## src/rtl/fetch_pc_unit_pkg.sv

```systemverilog
// Shared constants, opcode values and state encoding for the fetch/PC sequencer.
package fetch_pc_unit_pkg;

    localparam int unsigned INST_ADDR_BUS = 32;
    localparam int unsigned INST_BUS      = 32;

    localparam logic ENABLE  = 1'b1;
    localparam logic DISABLE = 1'b0;

    localparam logic [INST_ADDR_BUS-1:0] ADDR_FREE = '0;

    localparam logic [6:0] OP_BRANCH = 7'b1100011;
    localparam logic [6:0] OP_JAL    = 7'b1101111;
    localparam logic [6:0] OP_JALR   = 7'b1100111;

    typedef enum logic [1:0] {
        ST_FETCH   = 2'd0,
        ST_HOLD    = 2'd1,
        ST_WAIT_BR = 2'd2
    } fetch_state_t;

    // Reassemble the scattered J-type immediate from instruction bits [31:12].
    function automatic logic [20:0] j_imm(input logic [19:0] upper);
        return {upper[19], upper[7:0], upper[8], upper[18:9], 1'b0};
    endfunction

endpackage

```

## src/rtl/fetch_predecode.sv

```systemverilog
// Combinational opcode classification and JAL target offset extraction.
module fetch_predecode
    import fetch_pc_unit_pkg::*;
#(
    parameter int ADDR_WIDTH = 32
) (
    input  logic [6:0]            opcode,
    input  logic [19:0]           imm_field,
    output logic                  is_branch_wait,
    output logic                  is_jal,
    output logic [ADDR_WIDTH-1:0] jal_offset
);

    always_comb begin
        is_branch_wait = (opcode == OP_BRANCH) || (opcode == OP_JALR);
        is_jal         = (opcode == OP_JAL);
        jal_offset     = ADDR_WIDTH'($signed(j_imm(imm_field)));
    end

endmodule

```

## src/rtl/fetch_pc_unit.sv

```systemverilog
// Program counter and single-outstanding instruction fetch sequencer (no prediction).
module fetch_pc_unit
    import fetch_pc_unit_pkg::*;
#(
    parameter int                    ADDR_WIDTH = INST_ADDR_BUS,
    parameter int                    INST_WIDTH = INST_BUS,
    parameter logic [ADDR_WIDTH-1:0] RESET_PC   = '0
) (
    input  logic                  clk,
    input  logic                  rst_n,
    input  logic                  BranchResultEn,
    input  logic [ADDR_WIDTH-1:0] BranchAddr,
    output logic                  FetchReq,
    output logic [ADDR_WIDTH-1:0] FetchAddr,
    input  logic                  FetchAck,
    input  logic [INST_WIDTH-1:0] FetchInst,
    output logic                  InstValid,
    output logic [INST_WIDTH-1:0] Inst,
    output logic [ADDR_WIDTH-1:0] InstPC,
    input  logic                  DecReady
);

    localparam logic [ADDR_WIDTH-1:0] INST_BYTES = ADDR_WIDTH'(4);

    fetch_state_t          state, state_d;
    logic [ADDR_WIDTH-1:0] pc, pc_d;
    logic [INST_WIDTH-1:0] inst_q;
    logic [ADDR_WIDTH-1:0] inst_pc_q;
    logic                  armed;
    logic                  load_inst;
    logic                  is_branch_wait;
    logic                  is_jal;
    logic [ADDR_WIDTH-1:0] jal_offset;

    fetch_predecode #(
        .ADDR_WIDTH(ADDR_WIDTH)
    ) u_predecode (
        .opcode        (inst_q[6:0]),
        .imm_field     (inst_q[31:12]),
        .is_branch_wait(is_branch_wait),
        .is_jal        (is_jal),
        .jal_offset    (jal_offset)
    );

    // armed holds the request off for the first cycle after reset release.
    always_ff @(posedge clk or negedge rst_n) begin
        if (!rst_n) begin
            state     <= ST_FETCH;
            pc        <= RESET_PC;
            inst_q    <= '0;
            inst_pc_q <= '0;
            armed     <= DISABLE;
        end else begin
            state <= state_d;
            pc    <= pc_d;
            armed <= ENABLE;
            if (load_inst) begin
                inst_q    <= FetchInst;
                inst_pc_q <= pc;
            end
        end
    end

    always_comb begin
        state_d   = state;
        pc_d      = pc;
        load_inst = 1'b0;
        case (state)
            ST_FETCH: begin
                if (armed && FetchAck) begin
                    load_inst = 1'b1;
                    state_d   = ST_HOLD;
                end
            end
            ST_HOLD: begin
                if (DecReady) begin
                    if (is_branch_wait) begin
                        state_d = ST_WAIT_BR;
                    end else begin
                        state_d = ST_FETCH;
                        pc_d    = is_jal ? (inst_pc_q + jal_offset) : (inst_pc_q + INST_BYTES);
                    end
                end
            end
            ST_WAIT_BR: begin
                if (BranchResultEn) begin
                    pc_d    = BranchAddr;
                    state_d = ST_FETCH;
                end
            end
            default: state_d = ST_FETCH;
        endcase
    end

    assign FetchReq  = armed && (state == ST_FETCH);
    assign FetchAddr = pc;
    assign InstValid = (state == ST_HOLD);
    assign Inst      = inst_q;
    assign InstPC    = inst_pc_q;

endmodule
```

## config.mk

```make
export PLATFORM = sky130hd
export DESIGN_NAME = fetch_pc_unit
export DESIGN_NICKNAME = d
export VERILOG_FILES = /design/src/rtl/fetch_pc_unit_pkg.sv /design/src/rtl/fetch_predecode.sv /design/src/rtl/fetch_pc_unit.sv
export SDC_FILE = /design/constraint.sdc
export NUM_CORES = 1
export LEC_CHECK = 0
export BUFFER_PORTS_ARGS = -buffer_cell sky130_fd_sc_hd__clkbuf_2
export CORE_UTILIZATION = 55
export DETAILED_ROUTE_END_ITERATION = 10
export PLACE_DENSITY = 0.89
export SKIP_CTS_REPAIR_TIMING = 1
export SYNTH_ARGS = -nofsm -noshare
export SYNTH_HDL_FRONTEND = slang
export SYNTH_SLANG_ARGS = --single-unit
```

## constraint.sdc

```tcl
create_clock -name clk -period 3.6 [get_ports clk]
set_input_delay 0 -clock clk [delete_from_list [all_inputs] [get_ports clk]]
set_output_delay 0 -clock clk [all_outputs]
set_load 0.01 [all_outputs]
```

* After elaboration in Yosys (flattened, before gate mapping)
Cells that the tools add are included.
Word-level totals: flip-flop bits (word level) 99, input port bits 69, output and inout bits 98, word-level logic and storage cells 35
Operators by class: add/subtract/negate cells 2, equality and inequality tests 9, multiplexer cells 12, reduce and logical (&&, ||, !) cells 7
Operators with widths (number):
- 32-bit 2-to-1 mux | 4
- 32-bit one-hot mux with 2 select lines | 1
- 32-bit by 3-bit adder with 32-bit output, second input constant | 1
- 32-bit adder | 1
- 7-bit equality test, second input constant | 3
- 2-bit 2-to-1 mux | 4
- 2-bit != test, second input constant | 3
- 2-bit one-hot mux with 3 select lines | 1
- 4-bit AND reduction | 1
- 3-bit AND reduction | 1
- 2-bit by 1-bit equality test with 1-bit output, second input constant | 1
- 2-bit equality test, second input constant | 1
- 1-bit logical AND | 2
- 2-bit logical NOT | 1
- 1-bit 2-to-1 mux | 2
- 2-bit by 1-bit != test with 1-bit output, second input constant | 1
- 2-bit nonzero test | 1
- 1-bit logical OR | 1

* Logic depth before layout (Yosys ltp)
Gate-level depths: netlist of the first run.
word-level depth 5, depth in mapped cells 11, gate-level depth less buffers 11

* Cells and area by module
From an unflattened synthesis of the first run, not the netlist that was laid out.
Unflattened totals: cells, all modules 696, area, all modules 6677.7 um^2
Modules (own cells, without submodules):
- fetch_pc_unit | times used 1, cells an instance 658, area an instance 6386.1 um^2, seq. area each 2477.4 um^2
- fetch_predecode | times used 1, cells an instance 38, area an instance 291.5 um^2, seq. area each 0.0 um^2

* Worst setup path after synthesis of the first run
OpenSTA, ideal clock, no wires.
path type register -> register, start reg inst_pc_q[1], in the netlist InstPC[1], end reg pc[27], in the netlist FetchAddr[27], setup time 0.124 ns, data arrival time 2.387 ns, data required time 3.476 ns, setup slack 1.089 ns, stages on the path, launching flop included 12, buffers on the path 0, clock period less this slack 2.511 ns, cells stage by stage dfrtp_1 -> ha_1 -> inv_1 -> fa_1 -> nor2b_1 -> o2111ai_2 -> a21oi_2 -> o21ai_1 -> a21oi_1 -> nor2_1 -> o2111a_1 -> a211o_1
Between the ends: cells in the longest elaborated chain, start to end 5, elaborated cells on any way between the ends 6, classes of those cells add/sub (2); mux (4)
Ends and longest elaborated chain:
- start: declaration | RTL line fetch_pc_unit.sv:28 | logic [ADDR_WIDTH-1:0] inst_pc_q;
- start signal: assignment | RTL line fetch_pc_unit.sv:59 | inst_pc_q <= pc;
- 32-bit by 3-bit adder with 32-bit output / 32-bit adder (equally long branches) | RTL line fetch_pc_unit.sv:81 | pc_d = is_jal ? (inst_pc_q + jal_offset) : (inst_pc_q + INST_BYTES);
- 32-bit 2-to-1 mux * | RTL line fetch_pc_unit.sv:81
- 32-bit 2-to-1 mux * | RTL line fetch_pc_unit.sv:77 | if (is_branch_wait) begin
- 32-bit 2-to-1 mux * | RTL line fetch_pc_unit.sv:76 | if (DecReady) begin
- 32-bit one-hot mux with 2 select lines * | RTL line fetch_pc_unit.sv:68 | case (state)
- end signal: assignment | RTL line fetch_pc_unit.sv:55 | pc <= pc_d;
- end: declaration | RTL line fetch_pc_unit.sv:26 | logic [ADDR_WIDTH-1:0] pc, pc_d;
Every way passes the cells marked *; elsewhere a longest branch is shown, timed or not. The select of a mux whose other input is x is not followed. A chain may end at the register's enable or synchronous reset.

* Final worst setup path of the first run
start reg inst_pc_q[1], in the netlist InstPC[1], end reg pc[25], in the netlist FetchAddr[25]
The elaborated chain is that of the path after synthesis.

==> qor.txt, run 1 <==
GP Congestion: 0.913
Total placed cells including tap cells: 961
First-pass GRT wire length: 27.8 mm
WS Path Type: reg -> reg
Die W: 110 um
TritonCTS buffer count: 9
Routed length per instance: 18.5 um
Fin Hold WS: -54.5 ps
Failing checks: negative hold slack
CP required: 3850 ps
RSZ-0062 raised after global routing: false
GRT Total Usage: 30.3%
Worst hold-check path type: in -> reg
Total power: 5990 uW
Worst Max-Slew Pin Slew: 890 ps
GRT overflow: 0
Leak Pwr: 0.00395 uW
Worst-Skew Late Latency: 360 ps
Fillers: 778
Clock root cell: clkbuf_16
Antenna fix cells: 0
Crit-path cells: ha_1 -> inv_1 -> fa_1 -> nor2b_1 -> o2111ai_2 -> a21oi_2 -> o21ai_2 -> a41oi_2 -> a221o_1 -> xnor2_1 -> a221oi_1
Rel. slew slack: 40.7%
Row count: 39
Layout Nets: 985
Die Y: 110 um
Seq/Total Area, Yosys: 38.6%
Top FF cell, synth: dfrtp_1
Status: finished, violations left
Clock Skew: 8.08 ps
Peak VDD IR: 0.512 mV
Residual DRC: 0
Antenna viol nets, final: 0
Footprint of the multi-input gates: 3780 um^2
FMAX: 0.359 GHz
FF+latch count, synth: 99
CP max-delay cell: dfrtp_1
Via density: 5.98
Vias in the first global route: 5532
Count of cell types in the netlist: 61
Clk buf depth: 2
Max-slew violation count: 0
Final hold vios: 3
Port buffer count: 166
Max cap viols: 0
Htree depth: 3
Final WL: 19.1 mm
Synth async-reset ratio: 100%
Total core area: 11400 um^2
Ys Warns: 0
Net Count, Synth: 777
HPWL after detailed placement: 13.0 mm
Final WS setup: 812 ps
Register Area: 2480 um^2
Post-synthesis instance total: 676
Met2 WL: 9.61 mm
Mean area per synthesized cell: 9.50 um^2
Critical path fanouts, max: 4
M1 WL: 7.66 mm
Period Utilization, post-route: 77.5%
Sinks on the clock net: 99
Worst Setup End Kind: flop
Post-synth EDFFs: 0
Initial Utilization: 56.3%
Pwr Density: 727 nW/um^2
DR pass1 iterations: 5
Initial antenna violation count: 0
Largest net degree at the start of global routing: 70
WP data arrival: 3040 ps
Final Non-Filler Cells: 1032
CTS tree: built
Worst-path clk slew: 70 ps
Layout cells sized above 1: 30.0%
Top sig layer: met4
Slowest cell delay on critical path: 400 ps
WL met3: 1.37 mm
P&R area growth vs syn: 28.2%
Min cycle time layout: 2790 ps
Setup Viol. Count Final: 0
Dpl ws: 852 ps
Initial DRC count: 472
DR vias: 6167
Startpoint class of the critical path: flop
Setup TNS: 0 ps
DIE AREA: 12100 um^2
Top-level I/O count: 167
Synth Cell Area: 6420 um^2
[cells by family after synthesis]
family / count (synthesis) / synth area share [%]
XOR/XNOR: 45 / 6.14
buffers and inverters: 43 / 2.65
other: 1 / 0.0584
AND/OR/NAND/NOR: 211 / 16.4
multiplexers: 65 / 11.3
flip-flops: 99 / 38.6
adder cells (fa/ha/maj): 32 / 6.35
AO/OA/AOI/OAI: 180 / 18.5
[registers in the layout, indices dropped and copies added, names as in the netlist]
name	count
InstPC	32
state	2
FetchAddr	32
Inst	32
armed	1
[report_power, final]
group / internal [uW] / total, uW / switching [uW]
logic: 1350 / 2980 / 1630
clock network: 567 / 1020 / 455
registers: 1490 / 1990 / 496
total: 3410 / 5990 / 2580
[cells in the final DEF (no fill, tap or decap), types with 7 or more instances in the layout]
| cell | instances |
|---|---|
| a211oi_1 | 11 |
| a21o_1 | 18 |
| a21oi_1 | 46 |
| a221oi_1 | 7 |
| and3_1 | 17 |
| buf_4 | 9 |
| clkbuf_16 | 9 |
| clkbuf_2 | 165 |
| dfrtp_1 | 99 |
| dlygate4sd3_1 | 55 |
| ha_1 | 31 |
| inv_1 | 11 |
| mux2_2 | 61 |
| nand2_1 | 64 |
| nand3_1 | 25 |
| nand4_1 | 9 |
| nor2_1 | 48 |
| nor2b_1 | 8 |
| nor3_1 | 8 |
| o211ai_1 | 9 |
| o21ai_0 | 15 |
| o21ai_1 | 29 |
| xnor2_1 | 28 |
| xor2_1 | 17 |
[per-stage QoR]
stage,area (um^2),utilization [%]
2_1_floorplan,6420,-
3_3_place_gp,7370,64.6
3_5_place_dp,7370,64.6
4_1_cts,7680,67.3
5_1_grt,8230,72.1
6_report,8230,72.1
[final cells by class]
| cell class | count | area share, % |
|---|---|---|
| clock buffers | 10 | 2.90 |
| inverters | 11 | 0.502 |
| flip-flops and latches | 99 | 30.1 |
| multi-input cells | 534 | 45.9 |
| clock inverters | 6 | 0.881 |
| well taps | 143 | 2.17 |
| repair buffers | 229 | 17.5 |
[worst max-delay path, delay by kind of cell (launching register included)]
kind            cells  cell delay, ps
compound gates      6            1300
fa+ha+maj           2             620
flops               1             400
simple gates        1             200
xor+xnor            1              80
buf+inv             1              70
[final timing paths]
check | startpoint | to | slack, ps | cells after the start
max | InstPC[1] | FetchAddr[25] | 810 | 11
min | BranchAddr[31] | FetchAddr[31] | -50 | 3
max reg2reg | InstPC[1] | FetchAddr[25] | 810 | 11
min reg2reg | Inst[11] | Inst[11] | 510 | 1
max in group asynchronous | rst_n | FetchAddr[15] | 2360 | 3
min in group asynchronous | rst_n | FetchAddr[25] | 300 | 2
[synthesized netlist by cell type (all sizes together) (4+ instances only)]
cell	number	area (um^2)
o31ai	4	30.0
and3	18	118
nand3	26	135
a21oi	50	265
a221oi	7	61.3
o21ai	45	229
buf	12	53.8
o211ai	9	67.6
mux2	61	687
dfrtp	99	2480
a211oi	12	95.1
nand2	64	240
mux2i	4	40.0
nand4	10	68.8
clkbuf	20	75.1
nor2b	9	56.3
inv	11	41.3
a221o	4	40.0
and4	5	43.8
nand2b	6	37.5
nor3	9	50.1
ha	31	388
xnor2	28	245
a21o	18	135
a31oi	6	37.5
nor2	48	180
xor2	17	149
and2	6	37.5
[per-layer routing]
layer,vias to the layer above,GRT usage (%)
li1,2899,-
met1,2934,39.6
met2,293,50.6
met3,41,5.53
met4,0,10.3
met5,-,0
Note: power is estimated with default switching activity, not from simulation.
==> run 2, diff against run 1 <==
--- a/config.mk
+++ b/config.mk
@@ -6,9 +6,9 @@
 export NUM_CORES = 1
 export LEC_CHECK = 0
 export BUFFER_PORTS_ARGS = -buffer_cell sky130_fd_sc_hd__clkbuf_2
-export CORE_UTILIZATION = 55
+export CORE_UTILIZATION = 49
 export DETAILED_ROUTE_END_ITERATION = 10
-export PLACE_DENSITY = 0.89
+export PLACE_DENSITY = 0.84
 export SKIP_CTS_REPAIR_TIMING = 1
 export SYNTH_ARGS = -nofsm -noshare
 export SYNTH_HDL_FRONTEND = slang
==> constraint.sdc (replaced) <==
create_clock -name clk -period 2.45 [get_ports clk]
set_input_delay 0 -clock clk [delete_from_list [all_inputs] [get_ports clk]]
set_output_delay 0 -clock clk [all_outputs]
set_load 0.01 [all_outputs]
==> run 2 against run 1 <==
Against the previous run: the run ends with negative hold slack, negative setup slack left; register-to-register slack worse by 990 ps; largest cell class unchanged; critical path depth unchanged; combinational power up 110%; total power up 74%; via count up 10%; clock skew up 5.0 ps; non-clock buffer count up 104; clock power up 50%; hold slack better by 42 ps; wire length up 16%.
==> qor.txt, run 2 (same netlist as run 1, synthesis figures left out) <==
Status: finished, violations left
Failing checks: negative hold slack, negative setup slack
Setup crit end: FetchAddr[25]
Total core area: 12700 um^2 (+11%)
WP data arrival: 2900 ps (-140 ps)
DIE AREA: 13600 um^2 (+12%)
Comb pwr share: 59.3% (+9.5 points)
Critical path fanouts, max: 4 (unchanged)
Internal power: 6000 uW (+76%)
FMAX: 0.380 GHz (+6.1%)
GRT overflow: 0 (unchanged)
Initial antenna violation count: 0 (unchanged)
P&R area growth vs syn: 46.5%
Fin util: 73.9% (+1.8 points)
Die Y: 116 um (+5.8%)
Final WL: 22.2 mm (+16%)
Worst Setup End Kind: flop
Routed length per instance: 19.0 um (+2.8%)
Leak Pwr: 0.00451 uW (+14%)
Leading cell type in the layout, fill and taps excluded: clkbuf_2
Initial DRC count: 536 (+14%)
Top-level I/O count: 167 (unchanged)
Antenna viol nets, final: 0 (unchanged)
Post-route cell area: 9410 um^2 (+14%)
Worst Max-Slew Pin Slew: 743 ps (-147 ps)
Worst r2r path cells: 11 (unchanged)
GRT Total Usage: 30.1% (-0.21 points)
Worst-path clk slew: 80 ps (about the same)
Layout cells sized above 1: 41.8% (+12 points)
Row count: 41 (+5.1%)
Layout Nets: 1089 (+11%)
DR pass1 iterations: 5 (unchanged)
Net Sw Frac: 42.4% (-0.68 points)
Largest net degree at the start of global routing: 69 (-1.4%)
Most frequent cells in the layout: clkbuf_2, buf_4, dfrtp_1
Antenna fix cells: 0 (unchanged)
CP required: 2720 ps (-1130 ps)
Max cap viols: 0 (unchanged)
Via density: 5.84 (-2.3%)
Die W: 116 um (+5.8%)
R2r setup slk: -180 ps (-990 ps)
Clock Skew: 13.1 ps (+4.98 ps)
Rel. slew slack: 50.3% (+9.6 points)
Final WS setup: -179 ps (-991 ps)
Final hold vios: 2 (-1)
Fin Hold WS: -13.0 ps (+41.5 ps)
Pwr Density: 1110 nW/um^2 (+52%)
First-pass GRT wire length: 30.9 mm (+11%)
Min cycle time layout: 2630 ps (-159 ps)
Clk network pwr share: 14.7% (-2.4 points)
P_sw: 4420 uW (+71%)
Max-slew violation count: 0 (unchanged)
Final Non-Filler Cells: 1165 (+13%)
HPWL after detailed placement: 14.6 mm (+13%)
Period Utilization, post-route: 107% (+30 points)
Dpl ws: -278 ps (-1130 ps)
R2r endpoint: FetchAddr[25]
GP Congestion: 0.920 (+0.74%)
DR vias: 6802 (+10%)
Worst-Skew Late Latency: 360 ps (about the same)
TritonCTS buffer count: 9 (unchanged)
Total placed cells including tap cells: 1079 (+12%)
Startpoint class of the critical path: flop
Sinks on the clock net: 99 (unchanged)
Total power: 10400 uW (+74%)
Part of the power in registers: 26.0% (-7.2 points)
Residual DRC: 0 (unchanged)
WS Path Type: reg -> reg
Clock root cell: clkbuf_16
Initial Utilization: 50.5% (-5.8 points)
Clk buf depth: 2 (unchanged)
Worst reg2reg path startpoint: InstPC[1]
Vias in the first global route: 6234 (+13%)
Port buffer count: 166 (unchanged)
CTS tree: built
Worst hold-check path type: in -> reg
Crit. Startpoint: InstPC[1]
Peak VDD IR: 0.850 mV (+66%)
Htree depth: 3 (unchanged)
Setup Viol. Count Final: 9 (+9)
DP Area: 8130 um^2 (+10%)
RSZ-0062 raised after global routing: true
run 2: cell types whose count changed in the layout (fill, tap and decap cells not counted), sizes merged:
| cell | delta |
|---|---|
| buf | +104 |
| clkbuf | -1 |
| inv | +1 |
run 2: layer usage:
| layer | vias up | global-route usage, % | wire length [um] |
|---|---|---|---|
| met5 | - | 0 | 0 |
| met2 | 324 | 51.1 | 11000 |
| met3 | 66 | 7.84 | 1600 |
| li1 | 3101 | - | - |
| met1 | 3311 | 36.7 | 8890 |
| met4 | 0 | 11.3 | 722 |
run 2: worst min path at each step:
stage,endpoint,from,slack (ps),depth (start not counted)
after floorplan,FetchAddr[0],rst_n,-300,0
after global placement,InstPC[28],rst_n,-8,1
after detailed placement,InstPC[28],rst_n,-6,1
after CTS,Inst[3],rst_n,-400,1
after global routing,FetchAddr[5],BranchAddr[5],-5,3
final,FetchAddr[28],BranchAddr[28],-10,4
run 2: area by class of cell:
class                   count  area (um^2)
multi-input cells         534         4070
fillers                   889         3310
flip-flops and latches     99         2480
repair buffers            333         2290
clock buffers               9          225
well taps                 172          215
clock inverters             7         95.1
inverters                  11         41.3
run 2: critical path, stage by stage, from the launching register on:
cell and delay [ps]:
dfrtp_1 360, ha_2 200, inv_2 50, fa_2 390, nor2b_4 160, o2111ai_4 160
a21oi_4 270, o21ai_2 110, a41oi_2 210, a221o_1 280, xnor2_1 120, a221oi_2 220
run 2: power groups by stage:
stage	logic (uW)	registers [uW]	clock network, uW
floorplan	2750	3000	0
global placement	5280	2660	0
detailed placement	5410	2690	0
CTS	5460	2660	1550
global route	6670	2760	1610
finish	6170	2710	1530
run 2: stage by stage:
stage,TNS [ps],hold slack [ps]
finish,-762,-13.0
detailed placement,-1460,-5.81
global route,-2140,-4.82
floorplan,-47.3,-296
global placement,-528,-8.24
CTS,-1720,-395
==> run 3, diff against run 2 <==
--- a/config.mk
+++ b/config.mk
@@ -13,3 +13,4 @@
 export SYNTH_ARGS = -nofsm -noshare
 export SYNTH_HDL_FRONTEND = slang
 export SYNTH_SLANG_ARGS = --single-unit
+export TNS_END_PERCENT = 5
==> run 3 against run 2 <==
Against the previous run: the run still ends with negative hold slack, negative setup slack left; sequential power is essentially flat; wire length shrank 2.1%; hold slack gained 3.8 ps; cell count shrank 0.86%; combinational power shrank 4.2%; clock power is essentially flat; largest power group unchanged.
==> qor.txt, run 3 (same netlist as run 1, synthesis figures left out) <==
Row count: 41 (unchanged)
Worst reg2reg path startpoint: Inst[31]
Initial antenna violation count: 0 (unchanged)
Pwr Density: 1100 nW/um^2 (-0.29%)
Clock Skew: 12.7 ps (-0.402 ps)
Setup Viol. Count Final: 6 (-3)
Final Non-Filler Cells: 1155 (-0.86%)
P&R area growth vs syn: 43.0%
Critical Path Stages: 9 (-2)
Crit. Startpoint: Inst[31]
Total placed cells including tap cells: 1079 (unchanged)
Setup crit end: FetchAddr[31]
Critical path fanouts, max: 13 (+9)
Top-level I/O count: 167 (unchanged)
Min cycle time layout: 2630 ps (+2.36 ps)
Largest net degree at the start of global routing: 69 (unchanged)
Port buffer count: 166 (unchanged)
WP data arrival: 2880 ps (-20 ps)
Final hold vios: 2 (unchanged)
FMAX: 0.380 GHz (about the same)
Dpl ws: -278 ps (unchanged)
Die Y: 116 um (unchanged)
Cell family with most CP delay: compound AO/OA/AOI/OAI gates
Startpoint class of the critical path: flop
Comb pwr share: 58.3% (-1.0 points)
Worst r2r path cells: 9 (-2)
GRT overflow: 0 (unchanged)
Routed length per instance: 18.8 um (-1.2%)
Fin Hold WS: -9.13 ps (+3.83 ps)
HPWL after detailed placement: 14.6 mm (unchanged)
Setup TNS: -603 ps (+159 ps)
Worst-path clk slew: 80 ps (about the same)
DIE AREA: 13600 um^2 (unchanged)
Final WS setup: -181 ps (-2.36 ps)
Worst Setup End Kind: flop
Status: finished, violations left
Layout Nets: 1079 (-0.92%)
TritonCTS buffer count: 9 (unchanged)
Leak Pwr: 0.00446 uW (-1.2%)
First-pass GRT wire length: 30.9 mm (unchanged)
Htree depth: 3 (unchanged)
Internal power: 5830 uW (-2.7%)
Most frequent cells in the layout: clkbuf_2, dfrtp_1, buf_4
Leading cell type in the layout, fill and taps excluded: clkbuf_2
Via density: 5.87 (+0.57%)
P_sw: 4300 uW (-2.5%)
DP Area: 8130 um^2 (unchanged)
Vias in the first global route: 6234 (unchanged)
DR pass1 iterations: 5 (unchanged)
Residual DRC: 0 (unchanged)
Worst Max-Slew Pin Slew: 718 ps (-24.8 ps)
Net Sw Frac: 42.5% (+0.057 points)
Worst hold-check path type: in -> reg
Clock root cell: clkbuf_16
Max cap viols: 0 (unchanged)
Slowest cell delay on critical path: 530 ps (+140 ps)
Clk buf depth: 2 (unchanged)
Initial Utilization: 50.5% (unchanged)
Sinks on the clock net: 99 (unchanged)
Worst-Skew Late Latency: 360 ps (about the same)
Worst path bufs/invs: 0 (-1)
Initial DRC count: 512 (-4.5%)
WS Path Type: reg -> reg
GP Congestion: 0.920 (unchanged)
GRT Total Usage: 30.1% (unchanged)
CP required: 2700 ps (-20 ps)
Rel. slew slack: 52.0% (+1.7 points)
Layout cells sized above 1: 39.2% (-2.6 points)
DR vias: 6782 (-0.29%)
Final WL: 21.7 mm (-2.1%)
Period Utilization, post-route: 107% (about the same)
Crit-path cells: ha_1 -> a21oi_1 -> o211ai_1 -> a211oi_1 -> o21ai_1 -> a22o_1 -> a211oi_2 -> mux2i_1 -> nor3_1
Die W: 116 um (unchanged)
Failing checks: negative hold slack, negative setup slack
Antenna viol nets, final: 0 (unchanged)
Total core area: 12700 um^2 (unchanged)
CP max-delay cell: dfrtp_2
Post-route cell area: 9190 um^2 (-2.4%)
Peak VDD IR: 0.799 mV (-5.9%)
Antenna fix cells: 0 (unchanged)
R2r setup slk: -180 ps (about the same)
RSZ-0062 raised after global routing: true
Clk network pwr share: 15.1% (+0.4 points)
Part of the power in registers: 26.6% (+0.6 points)
CTS tree: built
Total power: 10100 uW (-2.6%)
R2r endpoint: FetchAddr[31]
Max-slew violation count: 0 (unchanged)
run 3: power by group through the flow:
stage	Clock [uW]	Combinational, uW	Sequential (uW)
final	1530	5910	2690
after floorplan	0	2750	3000
after global placement	0	5280	2660
after detailed placement	0	5410	2690
after CTS	1550	5460	2660
after global routing	1610	6410	2750
run 3: area by class of cell:
cell class | instances | area, um^2
Multi-Input combinational cell | 534 | 3930
Fill cell | 915 | 3540
Sequential cell | 99 | 2480
Timing Repair Buffer | 323 | 2200
Clock buffer | 9 | 225
Tap cell | 172 | 215
Clock inverter | 7 | 95.1
Inverter | 11 | 41.3
run 3: how the worst min path moves through the flow:
stage,start,endpoint,slack (ps),cells past startpoint
final,BranchAddr[28],FetchAddr[28],-9,4
after global routing,BranchAddr[5],FetchAddr[5],-4,3
after CTS,rst_n,Inst[3],-400,1
after detailed placement,rst_n,InstPC[28],-6,1
after global placement,rst_n,InstPC[28],-8,1
after floorplan,rst_n,FetchAddr[0],-300,0
run 3: per-layer routing:
layer | wire [um] | vias to the layer above | GRT usage (%)
met2 | 10800 | 359 | 51.1
met1 | 8330 | 3278 | 36.7
li1 | - | 3069 | -
met5 | 0 | - | 0
met3 | 1800 | 76 | 7.84
met4 | 751 | 0 | 11.3
run 3: worst reg2reg max path: stages, from the launching register on:
cell,delay [ps]
dfrtp_2,530
ha_1,460
a21oi_1,260
o211ai_1,170
a211oi_1,280
o21ai_1,150
a22o_1,240
a211oi_2,170
mux2i_1,200
nor3_1,70
run 3: metrics by stage:
stage	utilization (%)	hold WS, ps
floorplan	-	-296
global placement	63.9	-8.24
detailed placement	63.9	-5.81
CTS	66.4	-395
global route	72.2	-3.65
finish	72.2	-9.13
